`config.mk`:
```
export PLATFORM = sky130hd
export DESIGN_NAME = mem_port_arbiter
export DESIGN_NICKNAME = d
export VERILOG_FILES = /design/src/rtl/mem_port_arbiter.sv
export SDC_FILE = /design/constraint.sdc
export NUM_CORES = 1
export LEC_CHECK = 0
export ABC_CLOCK_PERIOD_IN_PS = 9750
export CORE_MARGIN = 10
export CORE_UTILIZATION = 30
export DETAILED_ROUTE_END_ITERATION = 10
export DONT_BUFFER_PORTS = 1
export SYNTH_ARGS = -nofsm -noshare
export SYNTH_HDL_FRONTEND = slang
export SYNTH_SLANG_ARGS = --single-unit
export TNS_END_PERCENT = 5
```
`constraint.sdc`:
```
create_clock -name clk_i -period 9.75 [get_ports clk_i]
set_input_delay 2.4375 -clock clk_i [delete_from_list [all_inputs] [get_ports clk_i]]
set_output_delay 2.4375 -clock clk_i [all_outputs]
set_load 0.005 [all_outputs]
```
`src/rtl/mem_port_arbiter.sv`:
```
// Arbitrates one single-port synchronous memory between a fetch port and a load/store port.
// Data accesses win by default; a fetch is forced through after MAX_WAIT consecutive denied cycles.
module mem_port_arbiter #(
    parameter int DBITS    = 32,
    parameter int MAX_WAIT = 4
) (
    input  logic             clk_i,
    input  logic             reset_i,
    input  logic             d_req_i,
    input  logic             d_we_i,
    input  logic [DBITS-1:0] d_addr_i,
    input  logic [DBITS-1:0] d_wdata_i,
    output logic             d_gnt_o,
    output logic             d_rvalid_o,
    output logic [DBITS-1:0] d_rdata_o,
    input  logic             f_req_i,
    input  logic [DBITS-1:0] f_addr_i,
    output logic             f_gnt_o,
    output logic             f_rvalid_o,
    output logic [DBITS-1:0] f_rdata_o,
    output logic             mem_en_o,
    output logic             mem_we_o,
    output logic [DBITS-1:0] mem_addr_o,
    output logic [DBITS-1:0] mem_wdata_o,
    input  logic [DBITS-1:0] mem_rdata_i
);
    localparam int            WW       = $clog2(MAX_WAIT + 1);
    localparam logic [WW-1:0] WAIT_MAX = WW'(MAX_WAIT);

    logic [WW-1:0]    wait_q, wait_d;
    logic [1:0]       tag_q, tag_d;      // {data load, fetch} issued last cycle
    logic [DBITS-1:0] d_hold_q, f_hold_q;
    logic             starved;
    logic [DBITS-1:0] sel_addr;

    always_comb begin
        starved = (wait_q == WAIT_MAX);
        d_gnt_o = 1'b0;
        f_gnt_o = 1'b0;
        if (!reset_i) begin
            d_gnt_o = d_req_i & ~starved;
            f_gnt_o = f_req_i & (~d_req_i | starved);
        end

        sel_addr    = d_gnt_o ? d_addr_i : f_addr_i;
        mem_en_o    = d_gnt_o | f_gnt_o;
        mem_we_o    = d_gnt_o & d_we_i;
        mem_addr_o  = {sel_addr[DBITS-1:2], 2'b00};
        mem_wdata_o = d_wdata_i;

        wait_d = wait_q;
        if (f_gnt_o || !f_req_i) begin
            wait_d = '0;
        end else if (!starved) begin
            wait_d = wait_q + 1'b1;
        end

        tag_d = {d_gnt_o & ~d_we_i, f_gnt_o};
    end

    assign d_rvalid_o = tag_q[1];
    assign f_rvalid_o = tag_q[0];
    assign d_rdata_o  = tag_q[1] ? mem_rdata_i : d_hold_q;
    assign f_rdata_o  = tag_q[0] ? mem_rdata_i : f_hold_q;

    always_ff @(posedge clk_i or posedge reset_i) begin
        if (reset_i) begin
            wait_q   <= '0;
            tag_q    <= '0;
            d_hold_q <= '0;
            f_hold_q <= '0;
        end else begin
            wait_q <= wait_d;
            tag_q  <= tag_d;
            if (tag_q[1]) d_hold_q <= mem_rdata_i;
            if (tag_q[0]) f_hold_q <= mem_rdata_i;
        end
    end
endmodule

```
* Word level (Yosys, flattened, before mapping) *
Cells that the tools add are included.

word-level totals
  output and inout port bits = 134
  logic and storage cells = 25
  flip-flop bits (word level) = 69
  input port bits = 133

operators by class
  eq/ne operators = 2
  bitwise logic cells = 9
  $add $sub $neg = 1
  reduce and logical (&&, ||, !) cells = 2
  muxes and demuxes = 7

operators with widths
  cell                 number
  $mux 32              3
  $mux 3               2
  $and 1x1->1          4
  $add 3x1->3 const B  1
  $eq 3x3->1 const B   1
  $not 1->1            3
  $mux 1               2
  $ne 2x1->1 const B   1
  $or 1x1->1           2
  $logic_not 1->1      1
  $logic_or 1x1->1     1

* Depth between registers and ports, before layout *
Gate-level depths: netlist of the first run.

  depth after elaboration = 6
  mapped depth = 7
  mapped depth without buffers = 6

* Worst setup path before layout of the first run *
OpenSTA, ideal clock, no wires.

  path kind = input to output
  start = input reset_i
  end = output mem_addr_o[10]
  buffers on the path = 1
  setup slack = 2.453 ns
  arrival = 4.860 ns
  data required time = 7.312 ns
  stages = 5
  path through = inv_1 -> nand3_2 -> inv_4 -> buf_8 -> mux2_4

between the ends
  longest elaborated chain between the ends = 2

ends and longest elaborated chain
  element             RTL line  RTL
  start: declaration  8         input logic reset_i,
  $mux 1              40        if (!reset_i) begin
  $mux 32             45        sel_addr = d_gnt_o ? d_addr_i : f_addr_i;
  end: declaration    23        output logic [DBITS-1:0] mem_addr_o,

No other way between the ends.

* Worst setup path after layout of the first run *
  start = input reset_i
  end = output mem_addr_o[2]

between the ends
  longest elaborated chain between the ends = 2

ends and longest elaborated chain
  element      RTL line  RTL
  $mux 1       40
  net d_gnt_o  13        output logic d_gnt_o,
  $mux 32      45

The timed path passes the listed nets, and every way through them passes these cells.

==> results of run 1 <==
state kept, by name, summed over array words and instances (netlist names):
signal / flops
d_hold_q: 32
f_hold_q: 32
tag_q: 2
wait_q: 3
metal layers:
| layer | up-vias | part of all wire (%) |
|---|---|---|
| li1 | 706 | - |
| met3 | 24 | 14 |
| met1 | 869 | 35 |
| met4 | 0 | 2.3 |
| met5 | - | 0 |
| met2 | 117 | 48 |
path summary, 6_finish.rpt:
check	end	slack, ps	cells after the start
setup reg to reg	d_hold_q[5]	7990	2
max in group asynchronous	f_hold_q[21]	6890	2
min in group asynchronous	wait_q[2]	2240	2
setup / recovery	mem_addr_o[2]	3080	5
hold reg to reg	f_hold_q[4]	520	1
hold / removal	f_hold_q[4]	520	1
metrics by stage:
stage	setup WS, ps	instance area [sq um]
floorplan	2453	3382
global placement	3027	3236
detailed placement	2963	3236
CTS	2964	3548
global route	2844	3548
finish	3084	3548
critical path, stage by stage:
cell	delay [ps]
inv_2	20
buf_4	640
nand3_2	230
inv_4	470
mux2_2	410
synth_stat cells:
library cell	number	area share (%)
conb_1	1	0.11
inv_4	1	0.19
inv_1	3	0.33
buf_8	3	1.3
nand4_1	2	0.37
and2_1	1	0.19
nor2_1	2	0.22
o21ai_0	1	0.15
buf_2	6	0.89
ha_1	2	0.74
mux2_2	62	21
buf_4	34	7.6
nand2_2	1	0.19
a21boi_0	2	0.44
a21oi_1	2	0.30
o211ai_1	2	0.44
mux2_1	4	1.3
mux2_4	28	12
dfrtp_1	69	51
nand2_1	3	0.33
clkbuf_1	2	0.22
nand3_2	1	0.30
nor3_1	1	0.15
layout make-up:
type | instances | area (sq um) | share of cell area, %
Clock inverter | 6 | 87.58 | 2.468
Sequential cell | 69 | 1728 | 48.70
Clock buffer | 9 | 225.2 | 6.347
Tap cell | 140 | 175.2 | 4.937
Timing Repair Buffer | 2 | 15.01 | 0.4231
Inverter | 4 | 17.52 | 0.4937
Multi-Input combinational cell | 116 | 1300 | 36.64
where the power goes:
part	internal, uW	switching, uW	total, uW
clock	223	119	342
combinational	59.6	65.5	125
sequential	338	15.8	354
total	621	201	822
cells by family after synthesis:
family / share of synthesized area, %
muxes: 34.44
DFF: 51.11
buffers and inverters: 10.52
and+or+nand+nor: 1.741
AOI/OAI and AO/OA: 1.333
adders and majority gates: 0.7406
other: 0.1110
==> results.toml, run 1 <==
[worst_hold_path]
hp-start = "f_hold_q[4]"
hp-class = "register to register"

[route]
routed_via_density = 4.960
ant_nets = 0
vias = 1716
routedWlPerCell_um = 26.31
wl_mm = 9.102
firstDrtPassIters = 4
drt-initial-drc-count = 61
drc = 0

[die]
fp.dieH_um = 126.1
fp.dieW_um = 126.1
rows = 38
io_pins = 267
fp.dieArea_sq_um = 15910
core_sq_um = 10940
start_util_pct = 30.89

[cts]
clock_latency_ps = 320
clkSinkCount = 69
cts_tree = "yes"
clock_path_buffers = 2
postCtsResizedCells = 0
htreeDepth = 3
cts_hold_buf = 0
cts_buffers = 9
post-cts-setup-buffers = 0
clockRootBuffer = "clkbuf_16"
cts.clk_slew.worst_paths_ps = 60

[placement]
dp_hpwl_mm = 7.160
port_buffers = 0
globalplace.congestion = 0.7796
place_inst = 331

[cells_and_area]
nets = 337
final_common_cell = "dfrtp_1"
fin_cells = 346
final_util_pct = 32.45
most-common-layout-cells = "68 x dfrtp_1, 62 x mux2_2, 28 x mux2_4, 9 x clkbuf_16, 4 x mux2_1"
drive_gt1_share_pct = 54.37
area_delta_synth_final_pct = 5.037
fillers = 1110
antennaDiodeCount = 0

[global_routing]
grt_usage_pct = 10.75
grt_util_met3_pct = 7.257
use_met1_pct = 11.07
grtUsageMet2_pct = 16.64
grt_most_used_layer = "met2"
grt_max_degree = 72
antenna_found_initial = 0
first_global_vias = 2045
grt.overflow.total = 0
grt_pass1_wl_mm = 13.34

[timing]
worst_pin_slew_ps = 892.1
finalHoldViolCount = 0
finalCriticalPeriod_ps = 6666
fmax_mhz = 150.0
drv_slew = 0
rsz0062_at_grt = "false"
setup_viol_count_final = 0
fin_setup_tns_ps = 0
min_period_over_period_pct = 68.37
clock_skew_ps = 6.747
slew_headroom_pct = 40.52
timing.hold.ws_ps = 516.2

[setup_path]
r2r-start = "tag_q[1]"
crit_required_ps = 7310
path_class = "input port to primary output"
worstPathArrival_ps = 4230
startpoint = "reset_i"
start_kind = "input port"
path_max_fanout = 71
endpoint_kind = "primary output"

[power_and_ir_drop]
fin_total_pwr_uw = 821.5
powerDensity_nw_per_um2 = 231.5
power.leakage_uw = 0.001514
ir_drop_v = 0.00008469

[yosys]
synth.avg_cell_area_sq_um = 14.50
seq_area_frac_synth_pct = 51.11
synth_cell_types = 23
syn_inst = 233
synth_seq_cells = 69
ys_warn_count = 0
synth_area_sq_um = 3378

[outcome]
status = "finished, final reports clean"

[flow_run]
cap_viol_max_count = 0
Note: power is estimated with default switching activity, not from simulation.
==> inputs of run 2 (changes only) <==
--- a/config.mk
+++ b/config.mk
@@ -5,7 +5,7 @@
 export SDC_FILE = /design/constraint.sdc
 export NUM_CORES = 1
 export LEC_CHECK = 0
-export ABC_CLOCK_PERIOD_IN_PS = 9750
+export ABC_CLOCK_PERIOD_IN_PS = 6800
 export CORE_MARGIN = 10
 export CORE_UTILIZATION = 30
 export DETAILED_ROUTE_END_ITERATION = 10
==> constraint.sdc (replaced) <==
create_clock -name clk_i -period 6.8 [get_ports clk_i]
set_input_delay 1.7 -clock clk_i [delete_from_list [all_inputs] [get_ports clk_i]]
set_output_delay 1.7 -clock clk_i [all_outputs]
set_load 0.005 [all_outputs]
==> run 2 against run 1 <==
Net effect:
- flip-flop and latch count stayed put
- total power is 40% higher
- combinational power is 43% higher
- routed wire length is 1.1% higher
- highest routed layer unchanged
==> results.toml, run 2 (synthesis results as in run 1) <==
[die]
core_sq_um = 10940
fp.dieArea_sq_um = 15910
start_util_pct = 30.89
io_pins = 267
fp.dieW_um = 126.1
rows = 38
fp.dieH_um = 126.1

[cells_and_area]
fillers = 1110
area_delta_synth_final_pct = 4.444
final_common_cell = "dfrtp_1"
reg_top3 = "d_hold_q (32), f_hold_q (32), wait_q (3)"
drive_gt1_share_pct = 53.62
fin_area_sq_um = 3528
most-common-layout-cells = "68 x dfrtp_1, 62 x mux2_2, 28 x mux2_4, 9 x clkbuf_16, 4 x mux2_1"
antennaDiodeCount = 0
regArea_sq_um = 1728
multi_input_area_sq_um = 1300
nets = 337

[setup_path]
crit_buf_inv = 2
crit_required_ps = 5100
worstRegToRegCells = 2
r2r_end = "d_hold_q[19]"
path_max_fanout = 70
worstPathArrival_ps = 2850
endpoint_kind = "primary output"
crit_cells = 4
path_class = "input port to primary output"
start_kind = "input port"
max_stage_delay_ps = 650
path_cells = "inv_2, buf_4, nand2_1, a21oi_1"
path_delay_family = "buffers and inverters"
r2r-start = "tag_q[1]"
critical_path.slowest_cell = "buf_4"
r2r_slack_ps = 5010

[flow_run]
cap_viol_max_count = 0

[worst_hold_path]
hp-start = "d_hold_q[0]"
min_to = "d_hold_q[0]"
hold_depth = 1
hp-class = "register to register"

[route]
drt-initial-drc-count = 71
drc = 0
routed_via_density = 4.980
vias = 1728
ant_nets = 0
routedWlPerCell_um = 26.52
wl_mm = 9.201
firstDrtPassIters = 4

[cts]
clock_latency_ps = 330
cts_tree = "yes"
postCtsResizedCells = 0
cts.clk_slew.worst_paths_ps = 60
clockRootBuffer = "clkbuf_16"
post-cts-setup-buffers = 0
cts_hold_buf = 0
clock_path_buffers = 2
clkSinkCount = 69
cts_buffers = 9
htreeDepth = 3

[timing]
timing.hold.ws_ps = 512.5
fmax_mhz = 219.5
finalCriticalPeriod_ps = 4555
clock_skew_ps = 6.630
setup_viol_count_final = 0
worst_slack_ps = 2245
drv_slew = 0
fin_setup_tns_ps = 0
finalHoldViolCount = 0
rsz0062_at_grt = "false"
min_period_over_period_pct = 66.98
slew_headroom_pct = 40.90
worst_pin_slew_ps = 886.5

[global_routing]
first_global_vias = 1962
grt_pass1_wl_mm = 13.19
antenna_found_initial = 0
grt_usage_pct = 10.75
grt.overflow.total = 0
grt_max_degree = 71

[placement]
globalplace.congestion = 0.7442
port_buffers = 0
dp_hpwl_mm = 7.182
place_ws_ps = 2104
postPlaceCellArea_sq_um = 3236

[power_and_ir_drop]
ir_drop_v = 0.0001294
powerDensity_nw_per_um2 = 326.0
power.leakage_uw = 0.001499
fin_total_pwr_uw = 1150

[outcome]
status = "finished, final reports clean"
run 2: cell types whose count changed in the layout (fill, tap and decap cells not counted):
cell	previous run	this run
bufinv_16	2	1
clkinv_2	2	1
clkinvlp_4	0	1
clkbuf_1	0	2
run 2: area by class of cell:
type                    instances  share of cell area [%]
clock buffers                  11                   6.596
flip-flops and latches         69                   48.97
well taps                     140                   4.965
inverters                       4                  0.4965
clock inverters                 5                   1.702
multi-input cells             116                   36.84
repair buffers                  2                  0.4255
run 2: layer usage:
metal | routed length, um | vias up | track usage (%)
met5 | 0 | - | 0
met4 | 228 | 0 | 4.689
met3 | 1255 | 29 | 7.005
met2 | 4488 | 120 | 16.67
met1 | 3229 | 871 | 11.27
li1 | - | 708 | -
run 2: power breakdown:
group / internal (uW) / leakage, uW / total (uW) / switching [uW]
logic: 85.4 / 0.000536 / 179 / 93.7
clock network: 285 / 0.000140 / 463 / 177
registers: 485 / 0.000822 / 508 / 22.9
total: 856 / 0.00150 / 1150 / 294
run 2: worst max-delay path by stage:
stage / start / end / slack, ps
final: reset_i / f_gnt_o / 2250
after global routing: reset_i / f_gnt_o / 2030
after CTS: reset_i / f_gnt_o / 2100
after detailed placement: reset_i / f_gnt_o / 2100
after global placement: reset_i / f_gnt_o / 2130
after floorplan: reset_i / mem_addr_o[10] / 980
run 2: stage by stage:
stage          util (%)  cells
2_1_floorplan         -    234
3_3_place_gp      29.59    331
3_5_place_dp      29.59    331
4_1_cts           32.27    347
5_1_grt           32.27    347
6_report          32.27    347
==> inputs of run 3 (changes only) <==
--- a/config.mk
+++ b/config.mk
@@ -5,7 +5,7 @@
 export SDC_FILE = /design/constraint.sdc
 export NUM_CORES = 1
 export LEC_CHECK = 0
-export ABC_CLOCK_PERIOD_IN_PS = 6800
+export ABC_CLOCK_PERIOD_IN_PS = 3700
 export CORE_MARGIN = 10
 export CORE_UTILIZATION = 30
 export DETAILED_ROUTE_END_ITERATION = 10
==> constraint.sdc (replaced) <==
create_clock -name clk_i -period 3.7 [get_ports clk_i]
set_input_delay 0.925 -clock clk_i [delete_from_list [all_inputs] [get_ports clk_i]]
set_output_delay 0.925 -clock clk_i [all_outputs]
set_load 0.005 [all_outputs]
==> run 3 against run 2 <==
Net effect:
- final area is 2.4% higher
- die area unchanged
- worst setup slack got worse by 1600 ps
- critical path type is now register to primary output
- global-route usage down 0.088 points
- first-iteration DRC count fell by 34%
- via count shrank 2.2%
- register-to-register slack worse by 3000 ps
- routed wire length shrank 2.8%
- highest routed layer unchanged
- flip-flop and latch count did not move
- critical endpoint is now mem_addr_o[2]
- largest cell class unchanged
==> results.toml, run 3 (synthesis results as in run 1) <==
[cts]
clock_latency_ps = 320
clkSinkCount = 69
cts_tree = "yes"
cts_hold_buf = 0
clockRootBuffer = "clkbuf_16"
cts_buffers = 9
cts.clk_slew.worst_paths_ps = 50
postCtsResizedCells = 0
htreeDepth = 3
clock_path_buffers = 2
post-cts-setup-buffers = 0

[setup_path]
start_kind = "register"
r2r_end = "d_hold_q[0]"
crit_required_ps = 2770
worstPathArrival_ps = 2120
path_max_fanout = 32
endpoint_kind = "primary output"
startpoint = "wait_q[0]"
r2r-start = "tag_q[1]"
crit_path_end = "mem_addr_o[2]"
max_stage_delay_ps = 420
worstRegToRegCells = 2
path_class = "register to primary output"
path_cells = "inv_1, ha_1, nand2_2, nand3_2, inv_4, mux2_2"
critical_path.slowest_cell = "inv_4"
r2r_slack_ps = 2050

[die]
fp.dieH_um = 126.1
io_pins = 267
core_sq_um = 10940
rows = 38
start_util_pct = 30.89
fp.dieArea_sq_um = 15910
fp.dieW_um = 126.1

[power_and_ir_drop]
pwr-share-seq_pct = 42.0
clkPwrFrac_pct = 42.8
internal_power_uw = 1699
combPwrFrac_pct = 15.2
powerDensity_nw_per_um2 = 612.7
p_switching_uw = 515.2
swShare_pct = 23.27
fin_total_pwr_uw = 2214
power.leakage_uw = 0.001533
ir_drop_v = 0.0002264

[global_routing]
grt_usage_pct = 10.66
grt_pass1_wl_mm = 13.16
antenna_found_initial = 0
first_global_vias = 1950
grt.overflow.total = 0
grt_max_degree = 71

[timing]
fin_setup_tns_ps = 0
worst_pin_slew_ps = 893.3
rsz0062_at_grt = "false"
drv_slew = 0
slew_headroom_pct = 40.45
clock_skew_ps = 7.347
min_period_over_period_pct = 82.24
setup_viol_count_final = 0
fmax_mhz = 328.6
finalHoldViolCount = 0
finalCriticalPeriod_ps = 3043

[route]
vias = 1690
drc = 0
wl_mm = 8.945
routed_via_density = 4.856
ant_nets = 0
routedWlPerCell_um = 25.70
firstDrtPassIters = 3
drt-initial-drc-count = 47

[cells_and_area]
nets = 338
antennaDiodeCount = 0
area_delta_synth_final_pct = 6.963
most-common-layout-cells = "69 x dfrtp_1, 62 x mux2_2, 28 x mux2_4, 9 x clkbuf_16, 4 x mux2_1"
drive_gt1_share_pct = 54.33
final_common_cell = "dfrtp_1"
fin_area_sq_um = 3613
reg_top3 = "d_hold_q (32), f_hold_q (32), wait_q (3)"
fillers = 1115

[flow_run]
cap_viol_max_count = 0

[outcome]
status = "finished, final reports clean"

[placement]
globalplace.congestion = 0.7630
dp_hpwl_mm = 7.231
port_buffers = 0
postPlaceCellArea_sq_um = 3271

[worst_hold_path]
hp-class = "register to register"
-- run 3: worst max-delay path, delay by kind of cell, from the launching register on --
kind / cells / cell delay (ps)
DFF: 1 / 370
and+or+nand+nor: 2 / 280
muxes: 1 / 410
buffers and inverters: 2 / 490
adders and majority gates: 1 / 250
-- run 3: how the worst min path moves through the flow --
stage	from	endpoint	slack [ps]	cells past startpoint
after floorplan	d_hold_q[0]	d_hold_q[0]	480	1
after global placement	f_hold_q[17]	f_hold_q[17]	510	1
after detailed placement	d_hold_q[21]	d_hold_q[21]	510	1
after CTS	d_hold_q[21]	d_hold_q[21]	530	1
after global routing	f_hold_q[2]	f_hold_q[2]	530	1
final	d_hold_q[17]	d_hold_q[17]	520	1
-- run 3: power groups by stage --
stage	clock network, uW	logic [uW]	registers, uW
finish	947	336	931
global route	1020	370	947
CTS	987	351	934
detailed placement	0	351	948
global placement	0	343	940
floorplan	0	307	927
-- run 3: layer usage --
metal / vias up / GRT usage, % / routed length (um)
met3: 22 / 6.711 / 1087
met2: 101 / 17.07 / 4579
met5: - / 0 / 0
li1: 710 / - / -
met1: 857 / 11.24 / 3134
met4: 0 / 3.684 / 144
-- run 3: layout make-up --
type | count | area (sq um) | share of cell area, %
Inverter | 4 | 21.27 | 0.5886
Tap cell | 140 | 175.2 | 4.848
Clock inverter | 4 | 76.32 | 2.112
Clock buffer | 12 | 266.5 | 7.375
Sequential cell | 69 | 1727 | 47.78
Timing Repair Buffer | 3 | 47.55 | 1.316
Multi-Input combinational cell | 116 | 1300 | 35.98
-- run 3: stage by stage --
stage,util [%],cells,setup WS [ps],hold slack (ps)
final,33.04,348,657.2,516.8
after global routing,33.04,348,454.3,529.2
after CTS,33.04,348,613.1,525.8
after detailed placement,29.91,332,610.2,512.3
after global placement,29.91,332,653.7,506.6
after floorplan,-,234,8.457,476.3
